--- src/rtl/id_issue_latch.sv ---
// ID->EXE issue register with valid/ready, flush and a serialize drain sequencer (syscall / LL / SC).
// Optional macro ID_ISSUE_STATS_EN adds issue / bubble / serialize statistics counters.
module id_issue_latch #(
    parameter int unsigned LANES        = 1,
    parameter int unsigned DATA_W       = 32,
    parameter int unsigned REG_W        = 5,
    parameter int unsigned BUBBLE_DEPTH = 4
) (
    input  logic                      CLK,
    input  logic                      RESET,
    input  logic [LANES-1:0]          in_valid,
    input  logic [LANES*DATA_W-1:0]   in_instr,
    input  logic [LANES*DATA_W-1:0]   in_pc,
    input  logic [LANES*DATA_W-1:0]   in_opa,
    input  logic [LANES*DATA_W-1:0]   in_opb,
    input  logic [LANES*DATA_W-1:0]   in_memdata,
    input  logic [LANES*REG_W-1:0]    in_wreg,
    input  logic [LANES-1:0]          in_regwrite,
    input  logic [LANES*6-1:0]        in_alu_ctrl,
    input  logic [LANES-1:0]          in_memread,
    input  logic [LANES-1:0]          in_memwrite,
    input  logic [LANES*5-1:0]        in_shamt,
    input  logic [LANES-1:0]          in_serialize,
    input  logic [LANES-1:0]          in_sys_quiet,
    output logic [LANES-1:0]          in_take,
    input  logic                      out_ready,
    input  logic                      flush,
    output logic [LANES-1:0]          out_valid,
    output logic [LANES*DATA_W-1:0]   out_instr,
    output logic [LANES*DATA_W-1:0]   out_pc,
    output logic [LANES*DATA_W-1:0]   out_opa,
    output logic [LANES*DATA_W-1:0]   out_opb,
    output logic [LANES*DATA_W-1:0]   out_memdata,
    output logic [LANES*REG_W-1:0]    out_wreg,
    output logic [LANES-1:0]          out_regwrite,
    output logic [LANES*6-1:0]        out_alu_ctrl,
    output logic [LANES-1:0]          out_memread,
    output logic [LANES-1:0]          out_memwrite,
    output logic [LANES*5-1:0]        out_shamt,
    output logic                      sys,
    output logic                      want_freeze
`ifdef ID_ISSUE_STATS_EN
    ,
    output logic [31:0]               stat_issued,
    output logic [31:0]               stat_bubbles,
    output logic [15:0]               stat_serial
`endif
);

    localparam int unsigned SEL_W = 3;
    localparam int unsigned CNT_W = 3;

    typedef enum logic [1:0] {
        IDLE    = 2'd0,
        DRAIN   = 2'd1,
        SIGNAL  = 2'd2,
        RELEASE = 2'd3
    } state_t;

    state_t                  state_q, state_d;
    logic [CNT_W-1:0]        cnt_q, cnt_d;
    logic                    quiet_q, quiet_d;
    logic                    sys_q, want_freeze_q;

    logic [LANES-1:0]        valid_q;
    logic [LANES*DATA_W-1:0] instr_q, pc_q, opa_q, opb_q, memdata_q;
    logic [LANES*REG_W-1:0]  wreg_q;
    logic [LANES-1:0]        regwrite_q, memread_q, memwrite_q;
    logic [LANES*6-1:0]      alu_ctrl_q;
    logic [LANES*5-1:0]      shamt_q;

    logic                    adv_c, idle_go_c, ser_go_c;
    logic [SEL_W-1:0]        sel_c;
    logic [LANES-1:0]        take_c;
    logic                    unused_quiet;

    // Only lane 0 can carry an accepted serialize, so the other quiet bits are never used.
    assign unused_quiet = ^in_sys_quiet;

    assign adv_c     = out_ready | ~|valid_q;
    assign idle_go_c = (state_q == IDLE) & adv_c & ~flush;
    assign ser_go_c  = idle_go_c & (sel_c == '0);

    // Lowest serializing lane bounds how many lanes are taken this cycle.
    always_comb begin
        sel_c  = SEL_W'(LANES);
        take_c = '0;
        for (int i = int'(LANES) - 1; i >= 0; i--) begin
            if (in_valid[i] & in_serialize[i]) sel_c = SEL_W'(i);
        end
        for (int i = 0; i < int'(LANES); i++) begin
            take_c[i] = idle_go_c & ((in_valid[i] & (SEL_W'(i) < sel_c)) |
                                     ((i == 0) & (sel_c == '0)));
        end
    end

    assign in_take = RESET ? take_c : '0;

    // Sequencer next state; the counter moves only on an advance.
    always_comb begin
        state_d = state_q;
        cnt_d   = cnt_q;
        quiet_d = quiet_q;
        case (state_q)
            IDLE: begin
                if (ser_go_c) begin
                    state_d = DRAIN;
                    cnt_d   = CNT_W'(BUBBLE_DEPTH - 1);
                    quiet_d = in_sys_quiet[0];
                end
            end
            DRAIN: begin
                if (adv_c) begin
                    if (cnt_q == '0) state_d = SIGNAL;
                    else             cnt_d   = cnt_q - CNT_W'(1);
                end
            end
            SIGNAL:  state_d = RELEASE;
            default: state_d = IDLE;
        endcase
    end

    always_ff @(posedge CLK or negedge RESET) begin
        if (!RESET) begin
            state_q       <= IDLE;
            cnt_q         <= '0;
            quiet_q       <= 1'b0;
            sys_q         <= 1'b0;
            want_freeze_q <= 1'b0;
        end else begin
            state_q       <= state_d;
            cnt_q         <= cnt_d;
            quiet_q       <= quiet_d;
            sys_q         <= (state_d == SIGNAL) & ~quiet_d;
            want_freeze_q <= (state_d == DRAIN);
        end
    end

    // Issue register; a serialize keeps only instr/pc/alu_ctrl so MEM sees it without side effects.
    always_ff @(posedge CLK or negedge RESET) begin
        if (!RESET) begin
            valid_q    <= '0;
            instr_q    <= '0;
            pc_q       <= '0;
            opa_q      <= '0;
            opb_q      <= '0;
            memdata_q  <= '0;
            wreg_q     <= '0;
            regwrite_q <= '0;
            alu_ctrl_q <= '0;
            memread_q  <= '0;
            memwrite_q <= '0;
            shamt_q    <= '0;
        end else if (flush) begin
            valid_q <= '0;
        end else if (idle_go_c) begin
            valid_q    <= take_c;
            instr_q    <= in_instr;
            pc_q       <= in_pc;
            opa_q      <= in_opa;
            opb_q      <= in_opb;
            memdata_q  <= in_memdata;
            wreg_q     <= in_wreg;
            alu_ctrl_q <= in_alu_ctrl;
            memread_q  <= in_memread;
            memwrite_q <= in_memwrite;
            shamt_q    <= in_shamt;
            for (int i = 0; i < int'(LANES); i++) begin
                regwrite_q[i] <= in_regwrite[i] & (in_wreg[i*REG_W +: REG_W] != '0);
            end
            if (ser_go_c) begin
                opa_q[0 +: DATA_W]     <= '0;
                opb_q[0 +: DATA_W]     <= '0;
                memdata_q[0 +: DATA_W] <= '0;
                wreg_q[0 +: REG_W]     <= '0;
                regwrite_q[0]          <= 1'b0;
                memread_q[0]           <= 1'b0;
                memwrite_q[0]          <= 1'b0;
                shamt_q[0 +: 5]        <= '0;
            end
        end else if ((state_q != IDLE) && adv_c) begin
            valid_q <= '0;
        end
    end

    assign out_valid    = valid_q;
    assign out_instr    = instr_q;
    assign out_pc       = pc_q;
    assign out_opa      = opa_q;
    assign out_opb      = opb_q;
    assign out_memdata  = memdata_q;
    assign out_wreg     = wreg_q;
    assign out_regwrite = regwrite_q;
    assign out_alu_ctrl = alu_ctrl_q;
    assign out_memread  = memread_q;
    assign out_memwrite = memwrite_q;
    assign out_shamt    = shamt_q;
    assign sys          = sys_q;
    assign want_freeze  = want_freeze_q;

`ifdef ID_ISSUE_STATS_EN
    logic [31:0] issued_q, bubbles_q, issued_inc_c;
    logic [15:0] serial_q;

    always_comb begin
        issued_inc_c = '0;
        for (int i = 0; i < int'(LANES); i++) issued_inc_c = issued_inc_c + 32'(take_c[i]);
    end

    // Counters wrap naturally at their width.
    always_ff @(posedge CLK or negedge RESET) begin
        if (!RESET) begin
            issued_q  <= '0;
            bubbles_q <= '0;
            serial_q  <= '0;
        end else begin
            if (idle_go_c) issued_q <= issued_q + issued_inc_c;
            if ((state_q == DRAIN) && adv_c) bubbles_q <= bubbles_q + 32'd1;
            if (ser_go_c) serial_q <= serial_q + 16'd1;
        end
    end

    assign stat_issued  = issued_q;
    assign stat_bubbles = bubbles_q;
    assign stat_serial  = serial_q;
`endif

endmodule

--- config.mk ---
export PLATFORM = sky130hd
export DESIGN_NAME = id_issue_latch
export DESIGN_NICKNAME = d
export VERILOG_FILES = /design/src/rtl/id_issue_latch.sv
export SDC_FILE = /design/constraint.sdc
export NUM_CORES = 1
export LEC_CHECK = 0
export CAP_MARGIN = 0
export CORE_AREA = 3 3 123 184
export DETAILED_ROUTE_END_ITERATION = 7
export DIE_AREA = 0 0 126 187
export PLACE_DENSITY = 0.7
export SYNTH_ARGS = -nofsm -noshare
export SYNTH_HDL_FRONTEND = slang
export SYNTH_SLANG_ARGS = --single-unit
--- constraint.sdc ---
create_clock -name CLK -period 3 [get_ports CLK]
set_clock_uncertainty 0.2 [all_clocks]
set_input_delay 0.75 -clock CLK [delete_from_list [all_inputs] [get_ports CLK]]
set_output_delay 0.75 -clock CLK [all_outputs]
set_load 0.05 [all_outputs]
==> results.ini, run 1 <==
[placement]
place.detailed.hpwl_mm = 16.9
pre_cts_slack_ps = 118
portBuffers = 368
gp_congestion = 0.812

[global_route]
first_global_vias = 6795
grt_remaining_overflow = 0
grt_usage = 0.203
antenna_found_initial = 1
grt_max_degree = 142
grt_pass1_wl_mm = 37.6

[detailed_routing]
drt-total-wl_mm = 23.7
firstDrtPassIters = 4
vias = 6662
ant_nets = 0
wl_per_cell_um = 16.4
drt_iter0_markers = 383
drc_errors = 0
vias_per_cell = 4.61

[clock_network]
clock_sinks = 188
htree_levels = 4
cts_tree = built
post_cts_buffers = 0
ctsResizeCount = 0
clockBufferDepth = 2
clkTransAtPathRegs_ps = 70
cts_hold_buf = 0
clk_latency_ps = 430
cts_buffers = 17
cts-root-buf = clkbuf_16

[sta]
setup_tns_ps = 0
finalHoldViolCount = 0
hold-worst-slack_ps = 194
min_period_over_period = 0.956
slew_headroom = 0.538
worstMarginPinSlew_ps = 692
max_freq_mhz = 349
grt_setup_unrepaired = false
period_needed_ps = 2870
finalSetupViolations = 0
fin_ws_ps = 131
drv_slew = 0

[synthesis]
netlist_instances = 814
synth_warnings = 0
synthFlopType = dfrtp_1
async_reset_ff_frac = 1.00
synth-edff-count = 0
ys_ff_latch = 188
avgSynthCellArea_um2 = 9.07
synth_nets = 1002
yosysUniqueCellTypes = 29
synth.cell_area_um2 = 7380
synth_seq_area_share = 0.637

[final_layout]
fillers = 1908
syn_to_final_growth_pct = 61.0
drive_gt1_frac = 0.0460
fin_nets = 1350

[pwr]
combPwrFrac = 0.568
cellLeakagePower_nw = 5.77
swShare = 0.497
ir_drop_v = 0.000596
clockPowerShare = 0.149
power.density_nw_per_um2 = 1270
switchingPower_mw = 7.50
power.internal_mw = 7.59
pwr-share-seq = 0.282

[critical_path]
cp-start-kind = input pin
cp-end-kind = output pin
critPathMaxFanout = 3
cp.arrival_ps = 1920
worstSetupPathType = in2out
required_ps = 2050

[floorplan]
io_pins = 369
fp.dieW_um = 126
rows = 65
die_h_um = 187
core_area_um2 = 21100
initial_core_util = 0.349
dieArea_um2 = 23600

[min_path]
hold_path.class = in2async

[run_status]
status = finished, final reports clean

[flow_run]
max_cap_viol_count = 0

==> layout by cell type (no fill, tap or decap), drive strengths merged <==
master	synthesis	routed
o21ai	3	3
a31oi	1	1
mux2	2	2
bufinv	0	2
nor3b	1	1
and3	2	2
nand2	427	427
nand2b	2	2
nor3	1	1
o22ai	1	1
nor4	3	3
inv	5	8
clkdlybuf4s50	0	366
clkinv	0	6
buf	40	15
nand3b	1	1
or4	1	1
ha	2	2
a22o	1	1
o221ai	1	1
clkinvlp	0	3
clkbuf	13	19
nor2	1	1
diode	0	1
dfrtp	188	188
a32o	1	1
nand3	109	109
o32a	1	1
a21oi	4	4
nor2b	3	3
==> cell usage after synthesis, types with 2 or more instances <==
cell type | instances | share of area
a21oi_1 | 4 | 0.0027
o21ai_0 | 2 | 0.0014
buf_6 | 3 | 0.0046
clkbuf_1 | 13 | 0.0066
nor4_1 | 3 | 0.0025
inv_1 | 5 | 0.0025
buf_2 | 37 | 0.025
ha_1 | 2 | 0.0034
nand2_1 | 427 | 0.22
nor2b_1 | 2 | 0.0017
nand3_1 | 109 | 0.074
dfrtp_1 | 188 | 0.64
and3_1 | 2 | 0.0017
nand2b_1 | 2 | 0.0017
==> layer usage <==
layer	up-vias	GRT usage	wire, µm
met3	35	0.0520	1270
met1	3168	0.233	9060
li1	3264	-	-
met2	195	0.356	12700
met5	-	0	0
met4	0	0.0855	675
==> flip-flops by register name, summed over array words and instances, names as in the netlist <==
| name | cells |
|---|---|
| want_freeze | 1 |
| out_valid | 1 |
| out_shamt | 5 |
| out_wreg | 5 |
| cnt_q | 3 |
| out_opa | 32 |
| out_opb | 32 |
| out_alu_ctrl | 6 |
| quiet_q | 1 |
| sys | 1 |
| out_regwrite | 1 |
| state_q | 2 |
| out_memread | 1 |
| out_memdata | 32 |
| out_instr | 32 |
| out_memwrite | 1 |
| out_pc | 32 |
==> per-stage QoR <==
step	instances	total power [mW]	utilization	instance area, µm²
finish	1444	15.1	0.562	11900
global route	1444	15.9	0.562	11900
CTS	1443	15.3	0.562	11900
detailed placement	1411	13.0	0.534	11300
global placement	1411	12.8	0.534	11300
floorplan	814	9.81	-	7380
==> critical path, cell delays in order <==
cell,delay (ps)
clkdlybuf4s50_1,460
nor4_2,310
and3_1,250
buf_12,150
==> final timing paths <==
kind | from | cells past startpoint | slack [ps] | endpoint
max | flush | 4 | 130 | in_take
min | RESET | 2 | 190 | out_pc[28]$_DFFE_PN0P_
max reg2reg | state_q[0]$_DFF_PN0_ | 5 | 960 | out_opb[22]$_DFFE_PN0P_
min reg2reg | out_memdata[2]$_DFFE_PN0P_ | 2 | 260 | out_memdata[2]$_DFFE_PN0P_
max in group asynchronous | RESET | 3 | 1320 | out_opb[23]$_DFFE_PN0P_
min in group CLK | out_memdata[2]$_DFFE_PN0P_ | 2 | 260 | out_memdata[2]$_DFFE_PN0P_
==> area by class of cell <==
type,instances,area [µm²],area share
clock buffers,18,439,0.0369
diodes,1,2.50,0.000211
flip-flops and latches,188,4700,0.396
multi-input cells,568,2400,0.202
inverters,5,18.8,0.00158
well taps,268,335,0.0282
clock inverters,14,143,0.0120
repair buffers,382,3840,0.323
==> power groups by stage <==
stage	combinational, mW	sequential [mW]	clock, mW
floorplan	1.70	8.10	0
global placement	8.58	4.26	0
detailed placement	8.65	4.30	0
CTS	8.67	4.27	2.33
global route	9.04	4.41	2.44
finish	8.57	4.26	2.25
==> kinds of logic after synthesis <==
kind of cell    count (synthesis)  share of synthesized area
simple gates                  551                      0.305
fa+ha+maj                       2                    0.00339
compound gates                 13                     0.0115
flops                         188                      0.637
buf+inv                        58                     0.0388
mux                             2                    0.00356
No activity file was read; power rests on OpenSTA's default activity.
==> run 2, diff against run 1 <==
ABC_AREA = 1   (was not set)
CORE_AREA = 3 3 123 185   (was 3 3 123 184)
DIE_AREA = 0 0 126 188   (was 0 0 126 187)
==> run 2 against run 1 <==
Compared with the run above: first-iteration DRC count down 13%; non-clock buffer count up 4; critical path depth up 4; sequential share of layout area down 0.49 points; worst hold slack worse by 1.2 ps; area after synthesis up 0.58%; routed wire length up 1.3%; clock power up 8%; via count up 1.4%; register-to-register slack better by 50 ps; worst setup slack worse by 4.7 ps; combinational power about the same; largest cell class unchanged.
==> results.ini, run 2 <==
[floorplan]
core_area_um2 = 21500  ; was 21,100 µm²
die_h_um = 188  ; was 187 µm
dieArea_um2 = 23700  ; was 23,600 µm²
fp.dieW_um = 126  ; unchanged
initial_core_util = 0.346  ; was 0.349
io_pins = 369  ; unchanged
rows = 66  ; was 65

[synthesis]
synth_compound_area_frac = 0.00405  ; was 0.0115
synth_nets = 1023  ; was 1,002
synth_top_area_frac = 0.634  ; was 0.637
synthTopCellsByArea = dfrtp_1 63%, nand2_1 23%, nand3_1 7.3%  ; was dfrtp_1 64%, nand2_1 22%, nand3_1 7.4%
netlist_instances = 835  ; was 814
synth-edff-count = 0  ; unchanged
synth_top_family_by_area = simple AND/OR/NAND/NOR gates  ; unchanged
yosys.area_share.adder = 0.00337  ; was 0.00339
yosysTopAreaCell = dfrtp_1  ; unchanged
synth.most_common_cell = nand2_1  ; unchanged
yosys.area_share.simple = 0.312  ; was 0.305
synth_commonest_cells = 450 x nand2_1, 188 x dfrtp_1, 109 x nand3_1, 21 x buf_2, 15 x clkbuf_1  ; was 427 x nand2_1, 188 x dfrtp_1, 109 x nand3_1, 37 x buf_2, 13 x clkbuf_1
synth.cell_area_um2 = 7420  ; was 7380 µm²
yosysUniqueCellTypes = 18  ; was 29
synthMuxAreaShare = 0  ; was 0.00356
avgSynthCellArea_um2 = 8.89  ; was 9.07 µm²
synthFlopType = dfrtp_1  ; unchanged
async_reset_ff_frac = 1.00  ; unchanged
synth_warnings = 0  ; unchanged
synth_seq_area_share = 0.634  ; was 0.637
ys_ff_latch = 188  ; unchanged
synthXorXnorAreaFrac = 0.00118  ; was 0

[sta]
setup_tns_ps = 0  ; unchanged
max_freq_mhz = 348  ; was 349 MHz
min_period_over_period = 0.958  ; was 0.956
grt_setup_unrepaired = false  ; unchanged
slew_headroom = 0.477  ; was 0.538
finalHoldViolCount = 0  ; unchanged
period_needed_ps = 2870  ; about the same
drv_slew = 0  ; unchanged
finalSetupViolations = 0  ; unchanged
worstMarginPinSlew_ps = 785  ; was 692 ps
hold-worst-slack_ps = 193  ; was 194 ps

[detailed_routing]
routed.top_layer = met4  ; unchanged
wl_per_cell_um = 16.3  ; was 16.4 µm
ant_nets = 0  ; unchanged
vias_per_cell = 4.58  ; was 4.61
drt_iter0_markers = 332  ; was 383
drc_errors = 0  ; unchanged
drt-met1-wl_mm = 9.24  ; was 9.06 mm
wl_met3_mm = 1.49  ; was 1.27 mm
wl_met2_mm = 12.6  ; was 12.7 mm
drt-total-wl_mm = 24.0  ; was 23.7 mm
firstDrtPassIters = 5  ; was 4
vias = 6758  ; was 6,662

[placement]
gp_congestion = 0.800  ; was 0.812
place.detailed.hpwl_mm = 17.3  ; was 16.9 mm
portBuffers = 368  ; unchanged

[pwr]
power.density_nw_per_um2 = 1270  ; about the same
ir_drop_v = 0.000574  ; was 0.000596 V
cellLeakagePower_nw = 5.90  ; was 5.77 nW

[critical_path]
cpMaxStageDelayCell = clkdlybuf4s50_1  ; unchanged
critPathMaxFanout = 2  ; was 3
cp.arrival_ps = 1920  ; about the same
crit_chain = clkdlybuf4s50_1 -> inv_1 -> nand2_1 -> nand2_2 -> nor2_4 -> nand2_1 -> nor2_1 -> buf_12  ; was clkdlybuf4s50_1 -> nor4_2 -> and3_1 -> buf_12
required_ps = 2050  ; about the same
cp-end-kind = output pin  ; unchanged
path_buf_inv = 3  ; was 2
cp-start-kind = input pin  ; unchanged
worstSetupPathType = in2out  ; unchanged
cpPeakStageDelay_ps = 460  ; about the same
cpMostUsedCell = nand2_1
crit_family = buffers and inverters  ; unchanged

[global_route]
antenna_found_initial = 0  ; was 1
grt_max_degree = 60  ; was 142
grt_pass1_wl_mm = 37.8  ; was 37.6 mm
grt_remaining_overflow = 0  ; unchanged
grt_usage = 0.202  ; was 0.203
first_global_vias = 6786  ; was 6,795

[final_layout]
fin_util = 0.560  ; was 0.562
final_common_cell = nand2_1  ; unchanged
fin_nets = 1377  ; was 1,350
n_antenna_cell = 0  ; was 1
register_area_um2 = 4700  ; unchanged
syn_to_final_growth_pct = 62.1  ; was 61.0%
multiInputGateArea_um2 = 2380  ; was 2400 µm²
fillers = 1968  ; was 1,908
layout_common_cells = 449 x nand2_1, 366 x clkdlybuf4s50_1, 188 x dfrtp_1, 109 x nand3_1, 17 x clkbuf_16  ; was 426 x nand2_1, 366 x clkdlybuf4s50_1, 188 x dfrtp_1, 109 x nand3_1, 17 x clkbuf_16
drive_gt1_frac = 0.0474  ; was 0.0460

[min_path]
hold_path.class = in2async  ; unchanged

[clock_network]
cts-root-buf = clkbuf_16  ; unchanged
cts_buffers = 17  ; unchanged
cts_hold_buf = 0  ; unchanged
cts_tree = built  ; unchanged
post_cts_buffers = 0  ; unchanged
ctsResizeCount = 0  ; unchanged
clkTransAtPathRegs_ps = 70  ; about the same
clockBufferDepth = 2  ; unchanged
clk_latency_ps = 430  ; about the same
clock_sinks = 188  ; unchanged
htree_levels = 4  ; unchanged

[flow_run]
max_cap_viol_count = 0  ; unchanged

[run_status]
status = finished, final reports clean  ; unchanged

-- run 2: cell count changes in the layout (fill, tap and decap cells not counted), moves of 3 or more --
cell / previous run / this run
a21oi_1: 4 / 1
buf_12: 4 / 8
inv_1: 5 / 13
nand2_1: 426 / 449
nand4_1: 0 / 3
nor2_1: 1 / 7
o21ai_0: 2 / 5
-- run 2: worst paths after layout --
kind / startpoint / end / slack [ps] / cells after the start
worst min register to register: out_instr[14]$_DFFE_PN0P_ / out_instr[14]$_DFFE_PN0P_ / 270 / 2
min in group CLK: out_instr[14]$_DFFE_PN0P_ / out_instr[14]$_DFFE_PN0P_ / 270 / 2
worst max-delay path: out_ready / in_take / 130 / 8
worst min-delay path: RESET / out_opa[7]$_DFFE_PN0P_ / 190 / 2
max in group asynchronous: RESET / out_memdata[15]$_DFFE_PN0P_ / 1240 / 3
worst max register to register: state_q[0]$_DFF_PN0_ / out_opb[25]$_DFFE_PN0P_ / 1010 / 7
-- run 2: cell families (layout without fill, tap and decap cells) --
group | count (synthesis) | count (layout)
AND/OR/NAND/NOR | 573 | 573
adder cells (fa/ha/maj) | 2 | 2
flip-flops | 188 | 188
AO/OA/AOI/OAI | 6 | 6
buffers and inverters | 65 | 432
XOR/XNOR | 1 | 1
-- run 2: layout make-up --
type                            count  area share
Clock inverter                     14      0.0158
Clock buffer                       18      0.0365
Timing Repair Buffer              386       0.326
Multi-Input combinational cell    582       0.198
Sequential cell                   188       0.391
Tap cell                          272      0.0283
Inverter                           14     0.00457
-- run 2: through the flow --
stage          cell area (µm²)  std cells  power, mW  worst slack (ps)
2_1_floorplan             7420        835       9.78              45.4
3_3_place_gp             11400       1442       12.8               137
3_5_place_dp             11400       1442       12.9               127
4_1_cts                  12000       1474       15.4               123
5_1_grt                  12000       1474       16.1              52.5
6_report                 12000       1474       15.3               127
-- run 2: power by group --
| group | switching (mW) | internal, mW |
|---|---|---|
| logic | 5.87 | 2.72 |
| clock network | 1.01 | 1.42 |
| registers | 0.602 | 3.67 |
| total | 7.48 | 7.81 |
-- run 2: routing by layer --
layer,vias up,GRT usage
met5,-,0
li1,3298,-
met3,36,0.0541
met1,3173,0.240
met4,0,0.0764
met2,251,0.350
